`src/rtl/pal_timing_gen.sv`:
```
// Field/line timing generator and level multiplexer for a fake-progressive
// System I composite output. 312 lines of 128 ticks at a 2 MHz tick, with
// broad/short vertical sync half-lines and a registered 3-bit DAC code.
module pal_timing_gen #(
  parameter logic [2:0] SYNC_CODE   = 3'b011,
  parameter logic [2:0] BLACK_CODE  = 3'b110,
  parameter int         HSYNC_TICKS = 9,
  parameter int         ACT_START   = 20,
  parameter int         ACT_TICKS   = 104
) (
  input  logic       clk,
  input  logic       sys_rst_n,
  input  logic [2:0] pix_level,
  output logic       active,
  output logic [6:0] x,
  output logic [8:0] y,
  output logic       line_start,
  output logic       frame_start,
  output logic [2:0] sig
);

  localparam logic [6:0] HS_END  = 7'(HSYNC_TICKS);
  localparam logic [6:0] ACT_S   = 7'(ACT_START);
  localparam logic [6:0] ACT_E   = 7'(ACT_START + ACT_TICKS - 1);
  localparam logic [8:0] V_LAST  = 9'd311;
  localparam logic [8:0] V_ACT0  = 9'd23;

  typedef enum logic [2:0] {
    ST_BROAD,
    ST_SHORT_POST,
    ST_BLANK,
    ST_ACTIVE,
    ST_SHORT_PRE
  } field_t;

  logic [6:0] h;
  logic [8:0] v;
  field_t     state, state_nxt;
  logic [2:0] level;
  logic       broad_half, short_half, end_of_line;

  assign end_of_line = (h == 7'd127);

  // Horizontal tick and line counters; v steps on the last tick of each line.
  always_ff @(posedge clk or negedge sys_rst_n) begin
    if (!sys_rst_n) begin
      h <= '0;
      v <= '0;
    end else begin
      h <= h + 7'd1;
      if (end_of_line) v <= (v == V_LAST) ? 9'd0 : v + 9'd1;
    end
  end

  // Field state register.
  always_ff @(posedge clk or negedge sys_rst_n) begin
    if (!sys_rst_n) state <= ST_BROAD;
    else            state <= state_nxt;
  end

  // Field transitions happen on the line boundary that leaves the last line
  // of each region, so the state always tracks the line about to start.
  always_comb begin
    state_nxt = state;
    if (end_of_line) begin
      case (state)
        ST_BROAD:      if (v == 9'd2)   state_nxt = ST_SHORT_POST;
        ST_SHORT_POST: if (v == 9'd4)   state_nxt = ST_BLANK;
        ST_BLANK:      if (v == 9'd22)  state_nxt = ST_ACTIVE;
        ST_ACTIVE:     if (v == 9'd308) state_nxt = ST_SHORT_PRE;
        ST_SHORT_PRE:  if (v == V_LAST) state_nxt = ST_BROAD;
        default:                        state_nxt = ST_BROAD;
      endcase
    end
  end

  // Half-line sync pulse shapes, position taken within the current half line.
  assign broad_half = (h[5:0] <= 6'd54);
  assign short_half = (h[5:0] <= 6'd4);

  // Active-video request decode, aligned with the counters.
  always_comb begin
    active = (state == ST_ACTIVE) && (h >= ACT_S) && (h <= ACT_E);
    x      = active ? (h - ACT_S)  : 7'd0;
    y      = active ? (v - V_ACT0) : 9'd0;
  end

  assign line_start  = (h == 7'd0);
  assign frame_start = (h == 7'd0) && (v == 9'd0);

  // Level for the current tick. Line 2 switches from broad to short pulses
  // at mid-line; upstream sync codes are replaced by black so the pattern
  // generator can never fake a sync edge.
  always_comb begin
    level = BLACK_CODE;
    case (state)
      ST_BROAD: begin
        if (h[6] && (v == 9'd2)) level = short_half ? SYNC_CODE : BLACK_CODE;
        else                     level = broad_half ? SYNC_CODE : BLACK_CODE;
      end
      ST_SHORT_POST, ST_SHORT_PRE:
        level = short_half ? SYNC_CODE : BLACK_CODE;
      default: begin
        if (h < HS_END)
          level = SYNC_CODE;
        else if (active)
          level = (pix_level == SYNC_CODE) ? BLACK_CODE : pix_level;
        else
          level = BLACK_CODE;
      end
    endcase
  end

  // Registered DAC output, one clock behind the counters.
  always_ff @(posedge clk or negedge sys_rst_n) begin
    if (!sys_rst_n) sig <= BLACK_CODE;
    else            sig <= level;
  end

endmodule
```
`config.mk`:
```
export PLATFORM = sky130hd
export DESIGN_NAME = pal_timing_gen
export DESIGN_NICKNAME = d
export VERILOG_FILES = /design/src/rtl/pal_timing_gen.sv
export SDC_FILE = /design/constraint.sdc
export NUM_CORES = 1
export LEC_CHECK = 0
export BUFFER_PORTS_ARGS = -buffer_cell sky130_fd_sc_hd__clkbuf_2
export CAP_MARGIN = 20
export CORE_MARGIN = 2
export CORE_UTILIZATION = 45
export CTS_CLUSTER_DIAMETER = 30
export DETAILED_ROUTE_END_ITERATION = 7
export PLACE_DENSITY = 0.64
export SLEW_MARGIN = 20
export SYNTH_ARGS = -nofsm -noshare
export SYNTH_HDL_FRONTEND = slang
export SYNTH_SLANG_ARGS = --single-unit
```
`constraint.sdc`:
```
create_clock -name clk -period 2.4 [get_ports clk]
set_input_delay 0.24 -clock clk [delete_from_list [all_inputs] [get_ports clk]]
set_output_delay 0.24 -clock clk [all_outputs]
set_load 0.1 [all_outputs]
```
# Word-level counts from Yosys, hierarchy flattened
# Index checks and enable logic that the tools add are counted.
# word_totals
regBits	22
latch_bits	0
ramBits	0
romBits	0
input_bits	5
wordCells	54
n_memories	0
# op_classes
n_addsub	4
mul	0
div	0
order_cmp	5
n_eq_ne	16
n_shift	0
mux	16
bitwise_logic	0
reduce_logical	9
# op_table
operator	n
two-way mux 3 bit	11
equality test 9 bit (second input constant)	2
two-way mux 9 bit	2
one-hot mux 3 bit (5 select lines)	1
inequality test 2 bit (second input constant)	5
adder 9 x 1 -> 9 bit (second input constant)	1
equality test 3 x 2 -> 1 bit (second input constant)	3
equality test 9 x 2 -> 1 bit (second input constant)	1
equality test 9 x 3 -> 1 bit (second input constant)	1
equality test 9 x 5 -> 1 bit (second input constant)	1
zero test 9 bit	1
subtractor 9 x 5 -> 9 bit (second input constant)	1
adder 7 x 1 -> 7 bit (second input constant)	1
equality test 7 bit (second input constant)	1
>= comparator 7 x 5 -> 1 bit (second input constant)	1
<= comparator 7 bit (second input constant)	1
zero test 7 bit	1
< comparator 7 x 4 -> 1 bit (second input constant)	1
two-way mux 7 bit	1
subtractor 7 x 5 -> 7 bit (second input constant)	1
<= comparator 6 x 3 -> 1 bit (second input constant)	1
<= comparator 6 bit (second input constant)	1
one-hot mux 3 bit (2 select lines)	1
AND reduction 6 bit	1
other kinds (5)	8

# Logic depth before layout (Yosys ltp)
# Gate-level depths: netlist of run 1.
# depth
depth_word	6
mapped_depth	7

# Worst setup path after synthesis of run 1
# Ideal clock, no wire load.
# synth_timing
path_kind	register to output
start	reg h[3]
end	out y[1]
arrival_time_ps	2799
slack_ps	-639
stages_incl_launch_ff	8
cell_sequence	dfrtp_1 inv_1 ha_1 a311oi_1 a211o_1 buf_6 inv_1 and2_1
# synth_via
elab_chain_len	4
word_cells_on_any_way	5
cone_classes	2 x order compare; 1 x mux; 2 x reduce/logical
# synth_rtl
element	line_no	rtl
from (decl)	36	logic [6:0] h;
from (signal assigned)	50	h <= h + 7'd1;
>= comparator 7 x 5 -> 1 bit	83	active = (state == ST_ACTIVE) && (h >= ACT_S) && (h <= ACT_E);
logical AND 1 bit	83	
logical AND 1 bit (*)	83	
via active	14	output logic active,
two-way mux 9 bit (*)	85	y = active ? (v - V_ACT0) : 9'd0;
to (decl)	16	output logic [8:0] y,
# The timed path passes the listed nets; every way through them passes the cells marked *.

# Final worst setup path of run 1
# layout_timing
start	reg h[1]
end	out y[1]
# layout_via
elab_chain_len	4
word_cells_on_any_way	5
cone_classes	2 x order compare; 1 x mux; 2 x reduce/logical
# layout_rtl
element	line_no
>= comparator 7 x 5 -> 1 bit	83
logical AND 1 bit	83
logical AND 1 bit (*)	83
two-way mux 9 bit (*)	85
# Mark *: on every way between the ends. The rest lies on a longest branch, timed or not.

==> out/metrics.cfg, run 1 <==
[critical_path]
worst-endpoint-required_ns = 2.16
endpoint_kind = output port
cp.arrival_ns = 2.04
r2r-end = state[0]$_DFFE_PN0P_
worstRegToRegCells = 6
r2r_start = h[1]$_DFF_PN0_
crit_type = reg2out
cp-start-kind = flip-flop
worst-path-max-fanout = 7
regToRegSetupSlack_ns = 0.45

[sta]
rsz0062_at_grt = no
min_period_ns = 2.28
worst_pin_slew_ns = 0.576
fin_crit_sh_pct = 94.9
maxClockFrequency_mhz = 439
setup_viol = 0
relSlewSlack_pct = 61.6
finClkSkew_ns = 0.00492
worst_hold_slack_ns = 0.174
fin_setup_tns_ns = 0
hold_viol = 0
slew_violations = 0

[synthesis]
synth_nets = 211
syn_inst = 196
syn_area_um2 = 1710
synth_cell_types = 51
synth_edf_count = 0
yosys-top-cells-count = 24 x nor2_1, 20 x dfrtp_1, 13 x xnor2_1
synth.most_common_cell = nor2_1
yosys-top-cells-area = dfrtp_1 29%, ha_1 7.3%, xnor2_1 6.7%
synth_seq_area_share_pct = 32.4
synthFlopType = dfrtp_1
synthArstFlopShare_pct = 100
ys_ff_latch = 22
synth_warnings = 0
synth_top_area_cell = dfrtp_1
synth.avg_cell_area_um2 = 8.71
yosysTopAreaCellShare_pct = 29.3

[detailed_routing]
drc = 0
final_antenna_net_count = 0
drt_iter0_drc = 95
routed_wl_um = 3920
viasPerCell = 5.70
drtPass1Iterations = 4
avgRoutedWirePerCell_um = 14.9
via_count = 1498

[pwr]
power_frac_comb_pct = 2.0
clkPwrFrac_pct = 41.5
p_int_w = 0.000521
leakage_nw = 0.891
cellPowerDensity_nw_per_um2 = 290
total_power_w = 0.000656
vdd_drop_max_uv = 145
p_sw_share_pct = 20.6
power_frac_seq_pct = 56.5
p_switching_w = 0.000135

[finish]
fill_cells = 302
seqCellArea_um2 = 557
drive_gt1_share_pct = 31.6
multiInputGateArea_um2 = 1120
final_nets = 231
fin_cells = 263
n_antenna_cell = 0
synthToLayoutAreaGrowth_pct = 32.3
post-route-util_pct = 61.7

[die]
ios = 27
die_width_um = 65.6
die_height_um = 65.6
dieArea_um2 = 4300
initial_core_util_pct = 46.7
row_count = 22
core_um2 = 3660

[clocking]
cts.sinks = 22
htreeDepth = 1
clockBufferDepth = 2
clk_pin_slew_ns = 0.08
post-cts-setup-buffers = 0
cts_made_buffers = 3
cts_tree = yes
clk_latency_ns = 0.27
cts-root-buf = clkbuf_8

[flow_run]
maxCapViolCount = 0

[placed_design]
gp_congestion = 1.00
dp.cells = 258
post-dp-hpwl_um = 2970
port_buffers = 26

[global_route]
grt_pass1_wl_um = 6740
grt_pass1_vias = 1483
grt_usage_pct = 20.1
grt_overflow = 0
grt_max_degree = 23
antenna_found_initial = 0

[outcome]
run_status = finished clean

[worst_hold_path]
min_from = pix_level[1]
holdPathEnd = sig[1]$_DFF_PN1_
hold_depth = 3
holdCritPathClass = in2reg

power by group through the flow:
stage / Sequential, W / Clock, W / Combinational (W)
after floorplan: 0.000378 / 0 / 0.000000936
after global placement: 0.000378 / 0 / 0.0000120
after detailed placement: 0.000378 / 0 / 0.0000126
after CTS: 0.000370 / 0.000284 / 0.0000138
after global routing: 0.000371 / 0.000297 / 0.0000149
final: 0.000370 / 0.000272 / 0.0000130
state kept, by name, indices dropped and copies added, names as in the netlist:
register and flops:
h 7, sig 3, state 3, v 9
how the worst max path moves through the flow:
stage                           startpoint   end  slack (ns)  cells after the start
after floorplan             h[3]$_DFF_PN0_  x[4]       -0.43                      6
after detailed placement  v[0]$_DFFE_PN0N_  y[8]        0.32                      7
after CTS                   h[3]$_DFF_PN0_  x[4]       0.002                      7
after global routing      v[0]$_DFFE_PN0N_  y[8]       0.005                      7
after global placement      h[3]$_DFF_PN0_  y[8]        0.34                      7
final                       h[1]$_DFF_PN0_  y[1]        0.12                      6
through the flow:
step	setup slack, ns	cell area, µm²
detailed placement	0.323	2180
CTS	0.00153	2240
floorplan	-0.428	1780
global placement	0.341	2180
global route	0.00484	2260
finish	0.123	2260
metal layers:
layer	vias to the layer above	GRT usage, %	wire length, µm
met5	-	0	0
met4	0	9.64	93
met2	33	34.2	2020
li1	725	-	-
met1	732	25.0	1700
met3	8	2.74	99
cells by family (layout without fill, tap and decap cells):
logic type,Yosys count,after routing,share of synthesized area [%]
compound gates,42,42,17.5
xor+xnor,18,18,9.23
fa+ha+maj,10,10,7.33
buf+inv,25,44,7.47
flops,22,22,32.4
mux,1,1,0.659
simple gates,78,78,25.4
cell type report:
type | count | share of cell area (%)
inverters | 10 | 1.66
multi-input cells | 149 | 49.4
repair buffers | 30 | 19.2
clock buffers | 4 | 2.44
well taps | 48 | 2.66
flip-flops and latches | 22 | 24.6
placed cells by master, fill, tap and decap left out, drive strengths merged, types with 3 or more instances in the layout:
master	n
nor2	25
buf	21
dfrtp	20
xnor2	13
nand3	13
clkbuf	12
o21ai	11
nand2	11
inv	10
ha	10
a21oi	9
nand4	5
xor2	5
nor3	5
and3	4
nor2b	3
worst max-delay path, cell delays in order, from the launching register on:
cell and delay [ns]:
dfrtp_1 0.47, ha_2 0.25, a2111oi_4 0.34, a211o_1 0.20, inv_1 0.12, and2_2 0.23
buf_12 0.16
repair_timing:
item	CTS	global route
hold endpoints to repair	20	0
gates resized for setup	0	9
setup endpoints to repair	0	14
hold buffers	1	0
Power figures use the tool's default switching activity.
==> inputs of run 2 (changes only) <==
--- a/config.mk
+++ b/config.mk
@@ -5,9 +5,9 @@
 export SDC_FILE = /design/constraint.sdc
 export NUM_CORES = 1
 export LEC_CHECK = 0
+export ABC_CLOCK_PERIOD_IN_PS = 2600
 export BUFFER_PORTS_ARGS = -buffer_cell sky130_fd_sc_hd__clkbuf_2
 export CAP_MARGIN = 20
-export CORE_MARGIN = 2
 export CORE_UTILIZATION = 45
 export CTS_CLUSTER_DIAMETER = 30
 export DETAILED_ROUTE_END_ITERATION = 7
==> constraint.sdc (replaced) <==
create_clock -name clk -period 2.6 [get_ports clk]
set_input_delay 0.26 -clock clk [delete_from_list [all_inputs] [get_ports clk]]
set_output_delay 0.26 -clock clk [all_outputs]
set_load 0.1 [all_outputs]
==> out/metrics.cfg, run 2 (synthesized netlist as in run 1, its figures left out) <==
[outcome]
violations = negative hold slack
run_status = finished, violations left

[critical_path]
crit_family = buffers and inverters
cpPeakStageDelay_ns = 0.46
cp-start-kind = flip-flop
worst-endpoint-required_ns = 2.34
path_cells = inv_2 -> ha_1 -> a311oi_1 -> a211o_2 -> buf_4 -> nor2b_1 -> buf_12
endpoint_kind = output port
crit_type = reg2out
cp_num_buf_inv = 3
worst-path-max-fanout = 12
critPathSlowestCell = dfrtp_1
cp.arrival_ns = 2.24

[pwr]
leakage_nw = 0.869
power_frac_comb_pct = 1.9
p_sw_share_pct = 20.6
vdd_drop_max_uv = 272
p_int_w = 0.000454
cellPowerDensity_nw_per_um2 = 271
power_frac_seq_pct = 59.8
p_switching_w = 0.000118
clkPwrFrac_pct = 38.2

[clocking]
htreeDepth = 1
clk_latency_ns = 0.26
cts_tree = yes
clockBufferDepth = 2
cts-root-buf = clkbuf_8
cts_hold_buffers = 0
cts_made_buffers = 3
clk_pin_slew_ns = 0.08
cts.sinks = 22

[finish]
final_nets = 228
largest_register = v
drive_gt1_share_pct = 23.1
fill_cells = 332
largest_reg_flops = 9
n_antenna_cell = 0
synthToLayoutAreaGrowth_pct = 23.6
layout_commonest_cell = nor2_1
final_cell_mix = 23 x nor2_1, 19 x dfrtp_1, 16 x buf_12
layout_top_registers = v x9, h x7

[placed_design]
post-dp-hpwl_um = 2880
port_buffers = 26
gp_congestion = 0.940

[die]
die_height_um = 63.6
ios = 27
dieArea_um2 = 4050
core_um2 = 3660
initial_core_util_pct = 46.7
die_width_um = 63.6
row_count = 22

[global_route]
grt_overflow = 0
antenna_found_initial = 0
grt_pass1_wl_um = 6640
grt_pass1_vias = 1402
grt_usage_pct = 20.6
grt_max_degree = 23

[sta]
hold_viol = 20
min_period_ns = 2.50
rsz0062_at_grt = yes
finClkSkew_ns = 0.00487
fin_setup_tns_ns = 0
maxClockFrequency_mhz = 400
slew_violations = 0
setup_viol = 0
worst_hold_slack_ns = -0.0158
fin_crit_sh_pct = 96.2
worst_pin_slew_ns = 0.580
relSlewSlack_pct = 61.3

[detailed_routing]
drt_iter0_drc = 106
drtPass1Iterations = 4
drc = 0
viasPerCell = 5.65
final_antenna_net_count = 0
via_count = 1470
avgRoutedWirePerCell_um = 14.6
routed_wl_um = 3800

[worst_hold_path]
holdCritPathClass = in2async

[flow_run]
maxCapViolCount = 0

[run 2: worst paths after layout]
check,startpoint,to,slack [ns],cells after the start
max,h[3]$_DFF_PN0_,y[5],0.1,7
max reg2reg,h[1]$_DFF_PN0_,state[0]$_DFFE_PN0P_,0.61,6
min,sys_rst_n,v[6]$_DFFE_PN0N_,-0.02,1
min reg2reg,h[2]$_DFF_PN0_,h[2]$_DFF_PN0_,0.59,1
max in group asynchronous,sys_rst_n,h[2]$_DFF_PN0_,2.20,1
min in group clk,pix_level[1],sig[1]$_DFF_PN1_,0.20,3
[run 2: power groups by stage]
stage | logic [W] | clock network (W) | registers [W]
final | 0.0000110 | 0.000218 | 0.000342
after floorplan | 0.000000864 | 0 | 0.000349
after global placement | 0.0000113 | 0 | 0.000349
after global routing | 0.0000132 | 0.000246 | 0.000342
after CTS | 0.0000116 | 0.000228 | 0.000342
after detailed placement | 0.0000116 | 0 | 0.000349
[run 2: cell type report]
cell class | instances | area, µm² | share of cell area, %
Clock buffer | 4 | 45.0 | 2.13
Inverter | 10 | 37.5 | 1.78
Sequential cell | 22 | 554 | 26.3
Timing Repair Buffer | 27 | 380 | 18.0
Multi-Input combinational cell | 149 | 1030 | 49.0
Tap cell | 48 | 60.1 | 2.85
[run 2: layer usage]
layer / global-route usage [%] / part of all wire, % / vias up
met5: 0 / 0 / -
met4: 5.97 / 2.3 / 0
met3: 3.80 / 2.6 / 10
met2: 35.0 / 50 / 30
met1: 26.4 / 45 / 713
li1: - / - / 717
[run 2: worst reg2reg max path: stages (launching register included)]
cell and delay [ns]:
dfrtp_1 0.47, ha_1 0.32, nand2_1 0.16, nor2_2 0.34
nand2_2 0.15, a21oi_2 0.13, mux2_1 0.32
[run 2: timing repair]
action                     4_1_cts  5_1_grt
setup buffers                    0        0
resized for setup                1        3
setup endpoints to repair        2       13
[run 2: per-stage QoR]
stage	instances	area (µm²)	util, %	total power (W)	worst slack, ns
2_1_floorplan	196	1710	-	0.000350	-0.414
3_3_place_gp	256	2060	56.3	0.000360	0.407
3_5_place_dp	256	2060	56.3	0.000360	0.290
4_1_cts	260	2110	57.5	0.000582	0.0766
5_1_grt	260	2110	57.7	0.000601	-0.0341
6_report	260	2110	57.7	0.000571	0.0977
==> inputs of run 3 (changes only) <==
--- a/config.mk
+++ b/config.mk
@@ -5,12 +5,14 @@
 export SDC_FILE = /design/constraint.sdc
 export NUM_CORES = 1
 export LEC_CHECK = 0
+export ABC_AREA = 1
 export ABC_CLOCK_PERIOD_IN_PS = 2600
 export BUFFER_PORTS_ARGS = -buffer_cell sky130_fd_sc_hd__clkbuf_2
 export CAP_MARGIN = 20
 export CORE_UTILIZATION = 45
 export CTS_CLUSTER_DIAMETER = 30
 export DETAILED_ROUTE_END_ITERATION = 7
+export GPL_TIMING_DRIVEN = 0
 export PLACE_DENSITY = 0.64
 export SLEW_MARGIN = 20
 export SYNTH_ARGS = -nofsm -noshare
==> out/metrics.cfg, run 3 <==
[synthesis]
syn_area_um2 = 1670
synth_edf_count = 0
yosysTopAreaCellShare_pct = 30.0
yosys-top-cells-area = dfrtp_1 30%, nand2_1 13%, nor2_1 8.8%
synth.most_common_cell = nand2_1
synth.avg_cell_area_um2 = 6.92
ys_ff_latch = 22
synthArstFlopShare_pct = 100
synth_seq_area_share_pct = 33.2
synth_warnings = 0
yosys-top-cells-count = 57 x nand2_1, 39 x nor2_1, 27 x inv_1
synth_cell_types = 26
synthFlopType = dfrtp_1
synth_nets = 256
syn_inst = 241
synth_top_area_cell = dfrtp_1

[global_route]
grt_overflow = 0
antenna_found_initial = 0
grt_pass1_wl_um = 6450
grt_max_degree = 23
grt_pass1_vias = 1419
grt_usage_pct = 20.8

[detailed_routing]
drc = 0
via_count = 1563
viasPerCell = 4.92
routed_wl_um = 3680
dr_wl_met2_um = 1600
routed.top_layer = met4
wl_met3_um = 123
drt_iter0_drc = 76
final_antenna_net_count = 0
drtPass1Iterations = 4
avgRoutedWirePerCell_um = 11.6
wl_met1_um = 1920

[finish]
n_antenna_cell = 0
largest_reg_flops = 9
layout_top_registers = v x9, h x7
drive_gt1_share_pct = 26.1
final_cell_mix = 57 x nand2_1, 29 x nor2_1, 27 x inv_1
layout_commonest_cell = nand2_1
fill_cells = 330
final_nets = 288
largest_register = v
synthToLayoutAreaGrowth_pct = 21.8

[critical_path]
worstRegToRegCells = 9
cp-start-kind = flip-flop
endpoint_kind = output port
cp.arrival_ns = 2.22
worst-path-max-fanout = 7
regToRegSetupSlack_ns = 0.84
r2r_start = h[1]$_DFF_PN0_
r2r-end = v[6]$_DFFE_PN0N_
crit_type = reg2out
worst-endpoint-required_ns = 2.34

[sta]
rsz0062_at_grt = no
relSlewSlack_pct = 61.0
slew_violations = 0
maxClockFrequency_mhz = 404
fin_crit_sh_pct = 95.3
setup_viol = 0
finClkSkew_ns = 0.00563
fin_ws_ns = 0.122
hold_viol = 0
worst_pin_slew_ns = 0.585
min_period_ns = 2.48

[worst_hold_path]
min_from = pix_level[1]
holdPathEnd = sig[1]$_DFF_PN1_
holdCritPathClass = in2reg
hold_depth = 3

[clocking]
clk_pin_slew_ns = 0.08
htreeDepth = 1
clk_latency_ns = 0.27
cts.sinks = 22
cts_tree = yes
cts-root-buf = clkbuf_8
cts_made_buffers = 3
clockBufferDepth = 2
post-cts-setup-buffers = 0

[pwr]
cellPowerDensity_nw_per_um2 = 298
clkPwrFrac_pct = 41.2
power_frac_comb_pct = 2.2
p_int_w = 0.000481
power_frac_seq_pct = 56.6
vdd_drop_max_uv = 251
p_switching_w = 0.000123
leakage_nw = 1.05
p_sw_share_pct = 20.3
total_power_w = 0.000604

[placed_design]
port_buffers = 26
post-dp-hpwl_um = 2800
gp_congestion = 0.876
post-place-ws_ns = 0.258

[die]
ios = 27
initial_core_util_pct = 48.4
die_width_um = 62.9
core_um2 = 3440
die_height_um = 62.9
row_count = 21
dieArea_um2 = 3950

[outcome]
run_status = finished clean

[flow_run]
maxCapViolCount = 0

-- run 3: cell families after synthesis --
| family | count (synthesis) | synth area share [%] |
|---|---|---|
| DFF | 22 | 33.2 |
| xor gates and xnor gates | 11 | 5.78 |
| adders and majority gates | 10 | 7.51 |
| AOI/OAI and AO/OA | 23 | 7.66 |
| and+or+nand+nor | 139 | 37.2 |
| buffers and inverters | 36 | 8.71 |
-- run 3: worst max-delay path, stage by stage, from the launching register on --
cell and delay, ns:
dfrtp_1 0.46, inv_1 0.17, ha_1 0.21, nand3_1 0.08, nand3_1 0.09, nand3_2 0.21
inv_2 0.20, o21ai_1 0.12, a21oi_4 0.11, buf_4 0.29
-- run 3: how the worst max path moves through the flow --
stage	from	to	slack, ns	cells past startpoint
floorplan	h[2]$_DFF_PN0_	frame_start	-0.74	6
global placement	h[3]$_DFF_PN0_	y[5]	0.26	8
detailed placement	h[3]$_DFF_PN0_	y[6]	0.26	8
CTS	h[3]$_DFF_PN0_	y[6]	0.08	8
global route	h[3]$_DFF_PN0_	y[7]	0.01	9
finish	h[3]$_DFF_PN0_	y[7]	0.12	9
-- run 3: through the flow --
stage / hold WS [ns] / instances / cell area (µm²) / TNS (ns) / util (%)
final: 0.201 / 318 / 2030 / 0 / 59.0
after global routing: 0.206 / 318 / 2030 / 0 / 59.0
after CTS: 0.193 / 318 / 2020 / 0 / 58.7
after detailed placement: 0.284 / 313 / 1920 / 0 / 55.8
after global placement: 0.287 / 313 / 1920 / 0 / 55.8
after floorplan: -0.0356 / 241 / 1730 / -1.61 / -
-- run 3: layout make-up --
type / instances / area, µm² / share of cell area, %
Buffer: 4 / 22.5 / 1.11
Clock buffer: 4 / 55.1 / 2.71
Inverter: 32 / 125 / 6.17
Multi-Input combinational cell: 183 / 1040 / 51.0
Sequential cell: 22 / 553 / 27.3
Tap cell: 46 / 57.6 / 2.84
Timing Repair Buffer: 27 / 180 / 8.88
-- run 3: routing by layer --
metal | up-vias | track usage, %
li1 | 823 | -
met1 | 712 | 30.5
met2 | 26 | 30.7
met3 | 2 | 4.56
met4 | 0 | 5.23
met5 | - | 0
-- run 3: power groups by stage --
| stage | clock [W] | combinational (W) | sequential, W |
|---|---|---|---|
| global route | 0.000268 | 0.0000150 | 0.000342 |
| floorplan | 0 | 0.00000154 | 0.000349 |
| detailed placement | 0 | 0.0000123 | 0.000349 |
| CTS | 0.000255 | 0.0000135 | 0.000342 |
| finish | 0.000249 | 0.0000131 | 0.000342 |
| global placement | 0 | 0.0000122 | 0.000349 |
-- run 3: what timing repair did --
action / CTS / global route
endpoints found under the setup margin: 13 / 13
hold buffers: 1 / 0
resized for setup: 13 / 17
endpoints found under the hold margin: 20 / 0
